## src/rtl/duc_pkg.sv

```systemverilog
// Shared definitions for the DUC sample feeder: FSM encoding, CIC rate and I/Q packing.
package duc_pkg;

  typedef enum logic [1:0] {
    ST_IDLE  = 2'd0,
    ST_PRIME = 2'd1,
    ST_RUN   = 2'd2
  } state_t;

  localparam int DUC_RATE_LOG2 = 7;

  // Packed host word: I in the upper half, Q in the lower half.
  localparam int I_MSB = 31;
  localparam int Q_MSB = 15;

endpackage

```

## src/rtl/duc_sample_feeder_if.sv

```systemverilog
// Host streaming bus into the sample feeder FIFO.
interface duc_sample_feeder_if;
  // A word transfers on every rising clk edge where s_valid && s_ready; the
  // master holds s_data stable while s_valid is high and s_ready is low.
  logic [31:0] s_data;
  logic        s_valid;
  logic        s_ready;

  modport master (output s_data, output s_valid, input s_ready);
  modport slave  (input s_data, input s_valid, output s_ready);
endinterface

```

## src/rtl/duc_sample_feeder_fifo.sv

```systemverilog
// Single-clock FIFO with registered storage; a pushed word is visible from the next cycle.
module sync_fifo #(
  parameter int WIDTH = 32,
  parameter int DEPTH = 16
) (
  input  logic                     clk,
  input  logic                     rst,
  input  logic                     push_i,
  input  logic [WIDTH-1:0]         wdata_i,
  input  logic                     pop_i,
  output logic [WIDTH-1:0]         rdata_o,
  output logic [$clog2(DEPTH):0]   level_o,
  output logic                     full_o,
  output logic                     empty_o
);
  localparam int AW = $clog2(DEPTH);
  localparam logic [AW:0] FULL_LVL = (AW+1)'(DEPTH);

  logic [WIDTH-1:0] mem_q [DEPTH];
  logic [AW-1:0]    wr_ptr_q, rd_ptr_q;
  logic [AW:0]      level_q;
  logic             do_push, do_pop;

  assign full_o  = (level_q == FULL_LVL);
  assign empty_o = (level_q == '0);
  assign do_push = push_i && !full_o;
  assign do_pop  = pop_i && !empty_o;
  assign rdata_o = mem_q[rd_ptr_q];
  assign level_o = level_q;

  always_ff @(posedge clk) begin
    if (do_push) mem_q[wr_ptr_q] <= wdata_i;
  end

  always_ff @(posedge clk or posedge rst) begin
    if (rst) begin
      wr_ptr_q <= '0;
      rd_ptr_q <= '0;
      level_q  <= '0;
    end else begin
      if (do_push) wr_ptr_q <= wr_ptr_q + 1'b1;
      if (do_pop)  rd_ptr_q <= rd_ptr_q + 1'b1;
      case ({do_push, do_pop})
        2'b10:   level_q <= level_q + 1'b1;
        2'b01:   level_q <= level_q - 1'b1;
        default: level_q <= level_q;
      endcase
    end
  end
endmodule

```

## src/rtl/duc_sample_feeder.sv

```systemverilog
// Holds one I/Q pair per CIC input period, fed from a FIFO with priming and underrun recovery.
// Optional sticky underrun counter output enabled by defining DUC_FEEDER_UNDERRUN_CNT_EN.
module duc_sample_feeder
  import duc_pkg::*;
#(
  parameter int DEPTH     = 16,
  parameter int PRIME_LVL = 8,
  parameter int RATE_LOG2 = DUC_RATE_LOG2
) (
  input  logic                   clk,
  input  logic                   reset,
  duc_sample_feeder_if.slave     s,
  input  logic                   enable,
  input  logic                   underrun_clr,
  output logic signed [15:0]     out_i,
  output logic signed [15:0]     out_q,
  output logic                   out_strobe,
  output logic [$clog2(DEPTH):0] fifo_level,
  output logic                   underrun,
`ifdef DUC_FEEDER_UNDERRUN_CNT_EN
  output logic [15:0]            underrun_cnt,
`endif
  output state_t                 dbg_state
);
  localparam int LW = $clog2(DEPTH) + 1;
  localparam logic [LW-1:0] PRIME_LVL_W = LW'(PRIME_LVL);

  logic [RATE_LOG2-1:0] cnt_q;
  state_t               state_q;
  logic [15:0]          i_q, q_q;
  logic                 strobe_q, underrun_q;
  logic                 tick, push, pop, ur_hit, empty, full;
  logic [31:0]          head;

  sync_fifo #(.WIDTH(32), .DEPTH(DEPTH)) u_fifo (
    .clk     (clk),
    .rst     (reset),
    .push_i  (push),
    .wdata_i (s.s_data),
    .pop_i   (pop),
    .rdata_o (head),
    .level_o (fifo_level),
    .full_o  (full),
    .empty_o (empty)
  );

  assign s.s_ready = !full;
  assign push      = s.s_valid && !full;
  assign tick      = &cnt_q;

  // Pops and underruns only ever happen on the tick edge, so the held sample never tears.
  assign pop    = enable && tick &&
                  (((state_q == ST_RUN) && !empty) ||
                   ((state_q == ST_PRIME) && (fifo_level >= PRIME_LVL_W)));
  assign ur_hit = enable && tick && (state_q == ST_RUN) && empty;

  always_ff @(posedge clk or posedge reset) begin
    if (reset) begin
      cnt_q      <= '0;
      state_q    <= ST_IDLE;
      i_q        <= '0;
      q_q        <= '0;
      strobe_q   <= 1'b0;
      underrun_q <= 1'b0;
    end else begin
      cnt_q    <= cnt_q + 1'b1;
      strobe_q <= tick;
      if (tick) begin
        i_q <= pop ? head[I_MSB -: 16] : 16'h0000;
        q_q <= pop ? head[Q_MSB -: 16] : 16'h0000;
      end
      if (!enable) begin
        state_q <= ST_IDLE;
      end else begin
        case (state_q)
          ST_IDLE:  state_q <= ST_PRIME;
          ST_PRIME: if (pop) state_q <= ST_RUN;
          ST_RUN:   if (ur_hit) state_q <= ST_PRIME;
          default:  state_q <= ST_IDLE;
        endcase
      end
      if (ur_hit)            underrun_q <= 1'b1;
      else if (underrun_clr) underrun_q <= 1'b0;
    end
  end

`ifdef DUC_FEEDER_UNDERRUN_CNT_EN
  logic [15:0] ur_cnt_q;

  always_ff @(posedge clk or posedge reset) begin
    if (reset) begin
      ur_cnt_q <= '0;
    end else if (ur_hit) begin
      if (underrun_clr)              ur_cnt_q <= 16'd1;
      else if (ur_cnt_q != 16'hFFFF) ur_cnt_q <= ur_cnt_q + 16'd1;
    end else if (underrun_clr) begin
      ur_cnt_q <= '0;
    end
  end

  assign underrun_cnt = ur_cnt_q;
`endif

  assign out_i      = i_q;
  assign out_q      = q_q;
  assign out_strobe = strobe_q;
  assign underrun   = underrun_q;
  assign dbg_state  = state_q;
endmodule
```

## src/flat_wrapper.sv

```systemverilog
// flat-port wrapper written by rule: the top's interface ports become plain ports
module duc_sample_feeder_flat import duc_pkg::*;
#(
  parameter int DEPTH     = 16,
  parameter int PRIME_LVL = 8,
  parameter int RATE_LOG2 = DUC_RATE_LOG2
)
  (clk, reset, enable, underrun_clr, out_i, out_q, out_strobe, fifo_level, underrun, dbg_state, s_s_data, s_s_valid, s_s_ready);
  duc_sample_feeder_if s_i ();
  input  logic clk;
  input  logic reset;
  input  logic enable;
  input  logic underrun_clr;
  output logic signed [15:0] out_i;
  output logic signed [15:0] out_q;
  output logic out_strobe;
  output logic [$clog2(DEPTH):0] fifo_level;
  output logic underrun;
  output state_t dbg_state;
  input wire logic [$bits(s_i.s_data)-1:0] s_s_data;
  input wire logic [$bits(s_i.s_valid)-1:0] s_s_valid;
  output wire logic [$bits(s_i.s_ready)-1:0] s_s_ready;
  assign s_i.s_data = s_s_data;
  assign s_i.s_valid = s_s_valid;
  assign s_s_ready = s_i.s_ready;
  duc_sample_feeder #(.DEPTH(DEPTH), .PRIME_LVL(PRIME_LVL), .RATE_LOG2(RATE_LOG2)) u_core (.clk(clk), .reset(reset), .s(s_i), .enable(enable), .underrun_clr(underrun_clr), .out_i(out_i), .out_q(out_q), .out_strobe(out_strobe), .fifo_level(fifo_level), .underrun(underrun), .dbg_state(dbg_state));
endmodule
```

## config.mk

```make
export PLATFORM = sky130hd
export DESIGN_NAME = duc_sample_feeder_flat
export DESIGN_NICKNAME = d
export VERILOG_FILES = /design/src/rtl/duc_pkg.sv /design/src/rtl/duc_sample_feeder_if.sv /design/src/rtl/duc_sample_feeder_fifo.sv /design/src/rtl/duc_sample_feeder.sv /design/src/flat_wrapper.sv
export SDC_FILE = /design/constraint.sdc
export NUM_CORES = 1
export LEC_CHECK = 0
export ABC_AREA = 1
export ABC_CLOCK_PERIOD_IN_PS = 4040
export BUFFER_PORTS_ARGS = -buffer_cell sky130_fd_sc_hd__buf_2
export CORE_MARGIN = 2
export CORE_UTILIZATION = 40
export CTS_CLUSTER_DIAMETER = 30
export DETAILED_ROUTE_END_ITERATION = 10
export PLACE_DENSITY_LB_ADDON = 0.25
export SLEW_MARGIN = 40
export SYNTH_ARGS = -nofsm -noshare
export SYNTH_HDL_FRONTEND = slang
export SYNTH_SLANG_ARGS = --single-unit
```

## constraint.sdc

```tcl
create_clock -name clk -period 4.04 [get_ports clk]
set_input_delay 0.808 -clock clk [delete_from_list [all_inputs] [get_ports clk]]
set_output_delay 0.808 -clock clk [all_outputs]
set_load 0.03 [all_outputs]
```

==> summary.txt, run 1 <==
Final layout
  • # fillers: 4,874
  • Final instance area: 27,900 sq um
  • Final net count: 2,074
  • Leading cell types in the layout, fill and taps excluded: nand2_1, edfxtp_1, nand3_1
  • Layout cells sized above 1: 15.4%
  • Commonest non-fill, non-tap cell in the layout: nand2_1
  • Area delta synth->final: 22.5%
  • Layout Cells excl Fill: 2,882
  • ANT cells: 0

Place
  • Cells after DPL: 2,667
  • Post-DP HPWL: 27.9 mm
  • Count of input and output buffers: 78
  • Place WS: 0.992 ns
  • Post-DP Area: 24,100 sq um
  • GP Congestion: 0.772

Clock tree
  • Setup Buffers After CTS: 0
  • Clk sinks: 568
  • TritonCTS clock tree: built
  • Root buf cell: clkbuf_16
  • Clk pin slew, worst setup/hold paths: 0.04 ns
  • CTS H-tree lvls: 3
  • Maximum clock insertion buffer count: 3
  • Clock Latency Late Sink: 0.65 ns
  • Resized Gates After CTS: 0
  • Clock buffer count from CTS: 114
  • Number of hold buffers added after cts: 0

Worst setup path
  • Crit path top cell by count: nand2_1
  • Critical path origin: u_core.cnt_q[0]
  • WS Path Type: flip-flop to flip-flop
  • FF-to-FF path depth: 14
  • Worst-path fanout max: 38
  • Worst setup SP type: flip-flop
  • R2r setup slk: 1.35 ns
  • Max incr delay on CP: 0.59 ns
  • R2r endpoint: u_core.u_fifo.level_o[4]
  • Worst EP arrival: 3.19 ns
  • Reg-to-reg critical path startpoint: u_core.cnt_q[0]
  • Buf/Inv on CP: 1
  • CP Cell Sequence: ha_1, nand3_2, nor2_4, nand2_1, a21oi_4, buf_4, ha_1, nand2_1, nand2_1, nand3_1, nand3b_1, nand2_1, nand2_1, o21ai_0
  • Setup crit end kind: flip-flop
  • CP required: 4.54 ns
  • Worst path slowest cell: buf_4
  • CP top delay family: simple AND/OR/NAND/NOR gates

Global routing
  • Initial antenna violation count: 1
  • GRT Resource Usage Total: 19.6%
  • Pin count of the biggest net entering global routing: 115
  • Vias in the first global route: 14,700
  • Total gr overflow: 0
  • First-pass GRT wire length: 88.3 mm

STA
  • Hold Fails Final Rpt: 0
  • Skew final: 0.0328 ns
  • Final Max Slew Viols: 0
  • Final WS setup: 1.35 ns
  • Final period util: 66.5%
  • Fin crit period: 2.69 ns
  • Slew at the pin with the worst max-slew slack: 0.817 ns
  • Unrepaired setup endpoints after global routing: false
  • Worst relative slew slack: 45.4%
  • Setup_tns: 0 ns
  • Maximum clock frequency: 372 MHz
  • Count of final setup violators: 0

Synthesis
  • Post-synth EDFFs: 512
  • Synth top area share: 67.6%
  • Post-synth top flop: edfxtp_1
  • Post-synth ARST share: 9.86%
  • Syn_nets: 1,959
  • Seq/Total Area, Yosys: 73.8%
  • Top cell type by total area after synthesis: edfxtp_1
  • Syn Area/Cell: 11.9 sq um
  • Register bit count reported by yosys: 568
  • Synth top area cells: edfxtp_1, nand3_1, nand2_1
  • Synthesis warning total: 0
  • Netlist cell types: 28
  • Post-synth design cell area: 22,700 sq um
  • Synth Instances: 1,912

Power and ir drop
  • Leak: 10.2 nW
  • Overall Power: 17.2 mW
  • Worst ir drop on vdd: 355 uV
  • Power density over the cells: 617 nW/um^2

Run status
  • Outcome: completed

Routing
  • Initial DRT Pass Iterations: 5
  • Via/cell ratio: 5.20
  • Via count: 15,000
  • DR iter-0 viols: 1,249
  • Final ANT Viol Nets: 0
  • Remaining DRCs: 0
  • Routed len/inst: 19.9 um
  • Routed Wire Length: 57.4 mm

Floorplanning
  • Row count: 87
  • Die Wd: 242 um
  • Top-level I/O count: 79
  • Core area: 56,300 sq um
  • Initial cell density of the core: 40.4%
  • Die Area: 58,800 sq um
  • Die Ht: 242 um

Job
  • Max-cap violation count: 0

Worst hold path
  • Class of the worst hold path: input port to asynchronous set/reset pin
[cell type report]
class                   instances  area (sq um)  area share [%]
clock buffers                 135          2970            10.7
clock inverters                80           739            2.65
repair buffers                113           835            3.00
multi-input cells            1196          5430            19.5
flip-flops and latches        568         16800            60.3
well taps                     756           946            3.40
inverters                      34           144           0.517
[cell usage after synthesis (all sizes together), types with 5 or more instances]
cell type / instances
xnor2: 5
buf: 86
nor2: 35
nand3: 482
inv: 34
xor2: 7
edfxtp: 512
o21ai: 8
clkbuf: 28
nand2: 635
dfrtp: 56
ha: 10
[worst max-delay path by stage]
stage | end | slack [ns] | cells past startpoint
after detailed placement | u_core.u_fifo.level_o[4] | 0.99 | 15
after global placement | u_core.u_fifo.level_o[4] | 1.08 | 15
final | u_core.u_fifo.level_o[4] | 1.35 | 14
after floorplan | u_core.u_fifo.mem_q[11][0] | 0.12 | 4
after CTS | u_core.u_fifo.level_o[4] | 1.14 | 16
after global routing | u_core.u_fifo.level_o[4] | 1.10 | 15
[state kept, by name, indices dropped and copies added, names as in the netlist]
signal,cells
u_core.cnt_q,7
u_core.underrun,1
u_core.out_i,16
u_core.dbg_state,2
u_core.u_fifo.rd_ptr_q,4
u_core.out_q,16
u_core.u_fifo.mem_q,512
u_core.u_fifo.wr_ptr_q,4
u_core.out_strobe,1
u_core.u_fifo.level_o,5
[cells by family (layout without fill, tap and decap cells)]
logic type	Yosys count	after routing	synth area share (%)
multiplexers	1	1	0.0495
AND/OR/NAND/NOR	1157	1157	21.8
adder cells (fa/ha/maj)	10	10	0.550
AO/OA/AOI/OAI	16	16	0.418
flip-flops	568	568	73.8
XOR/XNOR	12	12	0.462
buffers and inverters	148	362	2.90
[metrics by stage]
step / hold slack, ns / utilization (%)
6_report: 0.219 / 49.5
5_1_grt: 0.241 / 49.5
4_1_cts: 0.227 / 49.5
3_5_place_dp: 0.442 / 42.9
3_3_place_gp: 0.434 / 42.8
2_1_floorplan: 0.422 / -
[where the power goes]
group	switching (mW)	leakage [nW]	internal, mW
Sequential	0.166	5.19	7.00
Combinational	0.864	3.22	0.307
Clock	3.04	1.77	5.81
[routing by layer]
layer / GRT usage (%) / part of all wire, % / vias up
met5: 0 / 0.023 / -
met2: 31.0 / 46 / 515
met1: 27.0 / 44 / 7359
li1: - / - / 6987
met4: 6.59 / 2.4 / 2
met3: 4.07 / 6.7 / 115
Power figures use the tool's default switching activity.
==> inputs of run 2 (changes only) <==
- ABC_AREA: 1 -> 0
- ABC_CLOCK_PERIOD_IN_PS: 4040 -> 2700
- clock period: 4.04 -> 2.7 ns (I/O delays scaled with it)
==> run 2 against run 1 <==
Against the previous run:
- final area fell by 1.5%
- clock power rose by 49%
- power up 51%
- die area shrank 4.3%
- hold slack got worse by 0.11 ns
- combinational power is 72% higher
- first-iteration DRC count fell by 29%
- non-clock buffer count is 37 higher
- flip-flop and latch count did not move
- core utilization increased by 1.5 points
- critical path type unchanged
==> summary.txt, run 2 <==
Run status
  • Outcome: completed

Global routing
  • Pin count of the biggest net entering global routing: 42
  • Total gr overflow: 0
  • First-pass GRT wire length: 74.9 mm
  • GRT Resource Usage Total: 18.4%
  • Initial antenna violation count: 4
  • Vias in the first global route: 11,300

STA
  • Fin crit period: 2.55 ns
  • Final period util: 94.3%
  • Maximum clock frequency: 393 MHz
  • Hold WS: 0.113 ns
  • Worst relative slew slack: 44.5%
  • Count of final setup violators: 0
  • Setup_tns: 0 ns
  • Final Max Slew Viols: 0
  • Hold Fails Final Rpt: 0
  • Skew final: 0.0196 ns
  • Slew at the pin with the worst max-slew slack: 0.831 ns

Clock tree
  • CTS H-tree lvls: 3
  • TritonCTS clock tree: built
  • Root buf cell: clkbuf_16
  • Clock buffer count from CTS: 106
  • Clk pin slew, worst setup/hold paths: 0.04 ns
  • Clk sinks: 568
  • Setup Buffers After CTS: 0
  • Clock Latency Late Sink: 0.63 ns
  • Maximum clock insertion buffer count: 3

Worst setup path
  • Worst EP arrival: 3.08 ns
  • Setup crit end kind: flip-flop
  • Buf/Inv on CP: 1
  • Reg-to-reg critical path startpoint: u_core.u_fifo.level_o[0]
  • R2r setup slk: 0.15 ns
  • CP top delay family: simple AND/OR/NAND/NOR gates
  • CP required: 3.24 ns
  • Worst setup SP type: flip-flop
  • Worst path depth: 12
  • CP Cell Sequence: or4_1, o21ai_1, a211o_2, inv_2, ha_4, xor2_1, ha_2, nor2b_1, o21ai_0, a31oi_1, nor2_1, xor2_1
  • WS Path Type: flip-flop to flip-flop
  • Worst-path fanout max: 8
  • Max incr delay on CP: 0.56 ns
  • FF-to-FF path depth: 12
  • R2r endpoint: u_core.u_fifo.level_o[4]
  • Worst path slowest cell: or4_1
  • Crit path top cell by count: xor2_1

Synthesis
  • Post-synth top flop: edfxtp_1
  • Top cell type by total area after synthesis: edfxtp_1
  • Post-synth ARST share: 9.86%
  • Top cells by count, synth: edfxtp_1, mux4_2, dfrtp_1
  • Seq/Total Area, Yosys: 77.2%
  • Synth top area share: 70.7%
  • Post-synth EDFFs: 512
  • Most frequent cell after synthesis: edfxtp_1
  • Synthesis warning total: 0
  • Synth top area cells: edfxtp_1, mux4_2, dfrtp_1
  • Netlist cell types: 47
  • Syn_nets: 1,042
  • Synth Instances: 995
  • Register bit count reported by yosys: 568
  • Post-synth design cell area: 21,700 sq um
  • Syn Area/Cell: 21.9 sq um

Routing
  • Via/cell ratio: 5.47
  • Initial DRT Pass Iterations: 5
  • Routed wl met2: 24.6 mm
  • Routed Wire Length: 50.6 mm
  • Remaining DRCs: 0
  • DR top layer: met5
  • Routed length on met3: 2.68 mm
  • WL met1: 22.3 mm
  • DR iter-0 viols: 883
  • Via count: 10,900
  • Routed len/inst: 25.5 um
  • Final ANT Viol Nets: 0

Worst hold path
  • Hold depth: 2
  • Class of the worst hold path: input port to flip-flop
  • Hold path start: underrun_clr
  • Hold worst-path end: u_core.underrun

Power and ir drop
  • Power density over the cells: 943 nW/um^2
  • Worst ir drop on vdd: 519 uV
  • Overall Power: 25.9 mW
  • Leak: 9.20 nW

Floorplanning
  • Core area: 53,800 sq um
  • Top-level I/O count: 79
  • Die Area: 56,200 sq um
  • Die Ht: 237 um
  • Initial cell density of the core: 40.4%
  • Die Wd: 237 um
  • Row count: 85

Place
  • GP Congestion: 0.740
  • Post-DP HPWL: 28.6 mm
  • Count of input and output buffers: 78

Final layout
  • Final net count: 1,246
  • Leading cell types in the layout, fill and taps excluded: edfxtp_1, clkbuf_16, mux4_2
  • Most flops, register: u_core.u_fifo.mem_q
  • Max reg flops: 512
  • Commonest non-fill, non-tap cell in the layout: edfxtp_1
  • # fillers: 4,263
  • Area delta synth->final: 26.2%
  • Layout cells sized above 1: 35.5%

Job
  • Max-cap violation count: 0
[run 2: timing repair]
action | 4_1_cts | 5_1_grt
endpoints found under the setup margin | 0 | 1
gates resized for setup | 0 | 2
hold endpoints to repair | 15 | 0
hold buffers | 1 | 0
[run 2: worst reg2reg max path, stage by stage, from the launching register on]
cell,delay (ns)
dfrtp_1,0.40
or4_1,0.56
o21ai_1,0.14
a211o_2,0.16
inv_2,0.05
ha_4,0.18
xor2_1,0.15
ha_2,0.19
nor2b_1,0.12
o21ai_0,0.16
a31oi_1,0.10
nor2_1,0.12
xor2_1,0.14
[run 2: logic make-up (layout without fill, tap and decap cells)]
logic type	Yosys count	count (layout)	synth area share, %
other	0	1	0
multiplexers	134	134	14.0
AND/OR/NAND/NOR	91	91	1.89
XOR/XNOR	17	17	0.685
buffers and inverters	64	358	1.80
adder cells (fa/ha/maj)	10	10	0.576
AO/OA/AOI/OAI	111	111	3.86
flip-flops	568	568	77.2
[run 2: power by group]
part | switching [mW] | internal [mW]
sequential | 0.215 | 10.5
clock | 4.31 | 8.85
combinational | 1.34 | 0.670
[run 2: worst max-delay path by stage]
stage / slack, ns / startpoint / to
3_5_place_dp: 0.12 / u_core.cnt_q[0] / u_core.u_fifo.level_o[4]
5_1_grt: -0.0001 / u_core.u_fifo.level_o[3] / u_core.u_fifo.level_o[4]
2_1_floorplan: -0.11 / u_core.u_fifo.level_o[1] / u_core.u_fifo.level_o[4]
6_report: 0.15 / u_core.u_fifo.level_o[0] / u_core.u_fifo.level_o[4]
3_3_place_gp: 0.06 / u_core.u_fifo.level_o[0] / u_core.u_fifo.level_o[4]
4_1_cts: 0.10 / u_core.u_fifo.level_o[3] / u_core.u_fifo.level_o[4]
[run 2: routing by layer]
layer	up-vias	track usage, %
met2	348	29.3
li1	4641	-
met1	5791	25.6
met5	-	0
met3	71	3.67
met4	6	6.04
[run 2: area by class of cell]
| class | instances | area [sq um] | share of cell area (%) |
|---|---|---|---|
| well taps | 696 | 871 | 3.18 |
| multi-input cells | 363 | 4760 | 17.4 |
| repair buffers | 150 | 1330 | 4.86 |
| clock buffers | 122 | 2770 | 10.1 |
| flip-flops and latches | 568 | 16800 | 61.2 |
| diodes | 1 | 2.50 | 0.00912 |
| clock inverters | 76 | 867 | 3.16 |
| inverters | 10 | 37.5 | 0.137 |
[run 2: stage by stage]
stage	area (sq um)	std cells	worst slack [ns]	utilization [%]
global placement	23700	1781	0.0555	44.0
CTS	27400	1985	0.102	50.9
floorplan	21900	995	-0.106	-
detailed placement	23800	1786	0.125	44.2
global route	27400	1985	-0.000135	51.0
finish	27400	1986	0.154	51.0
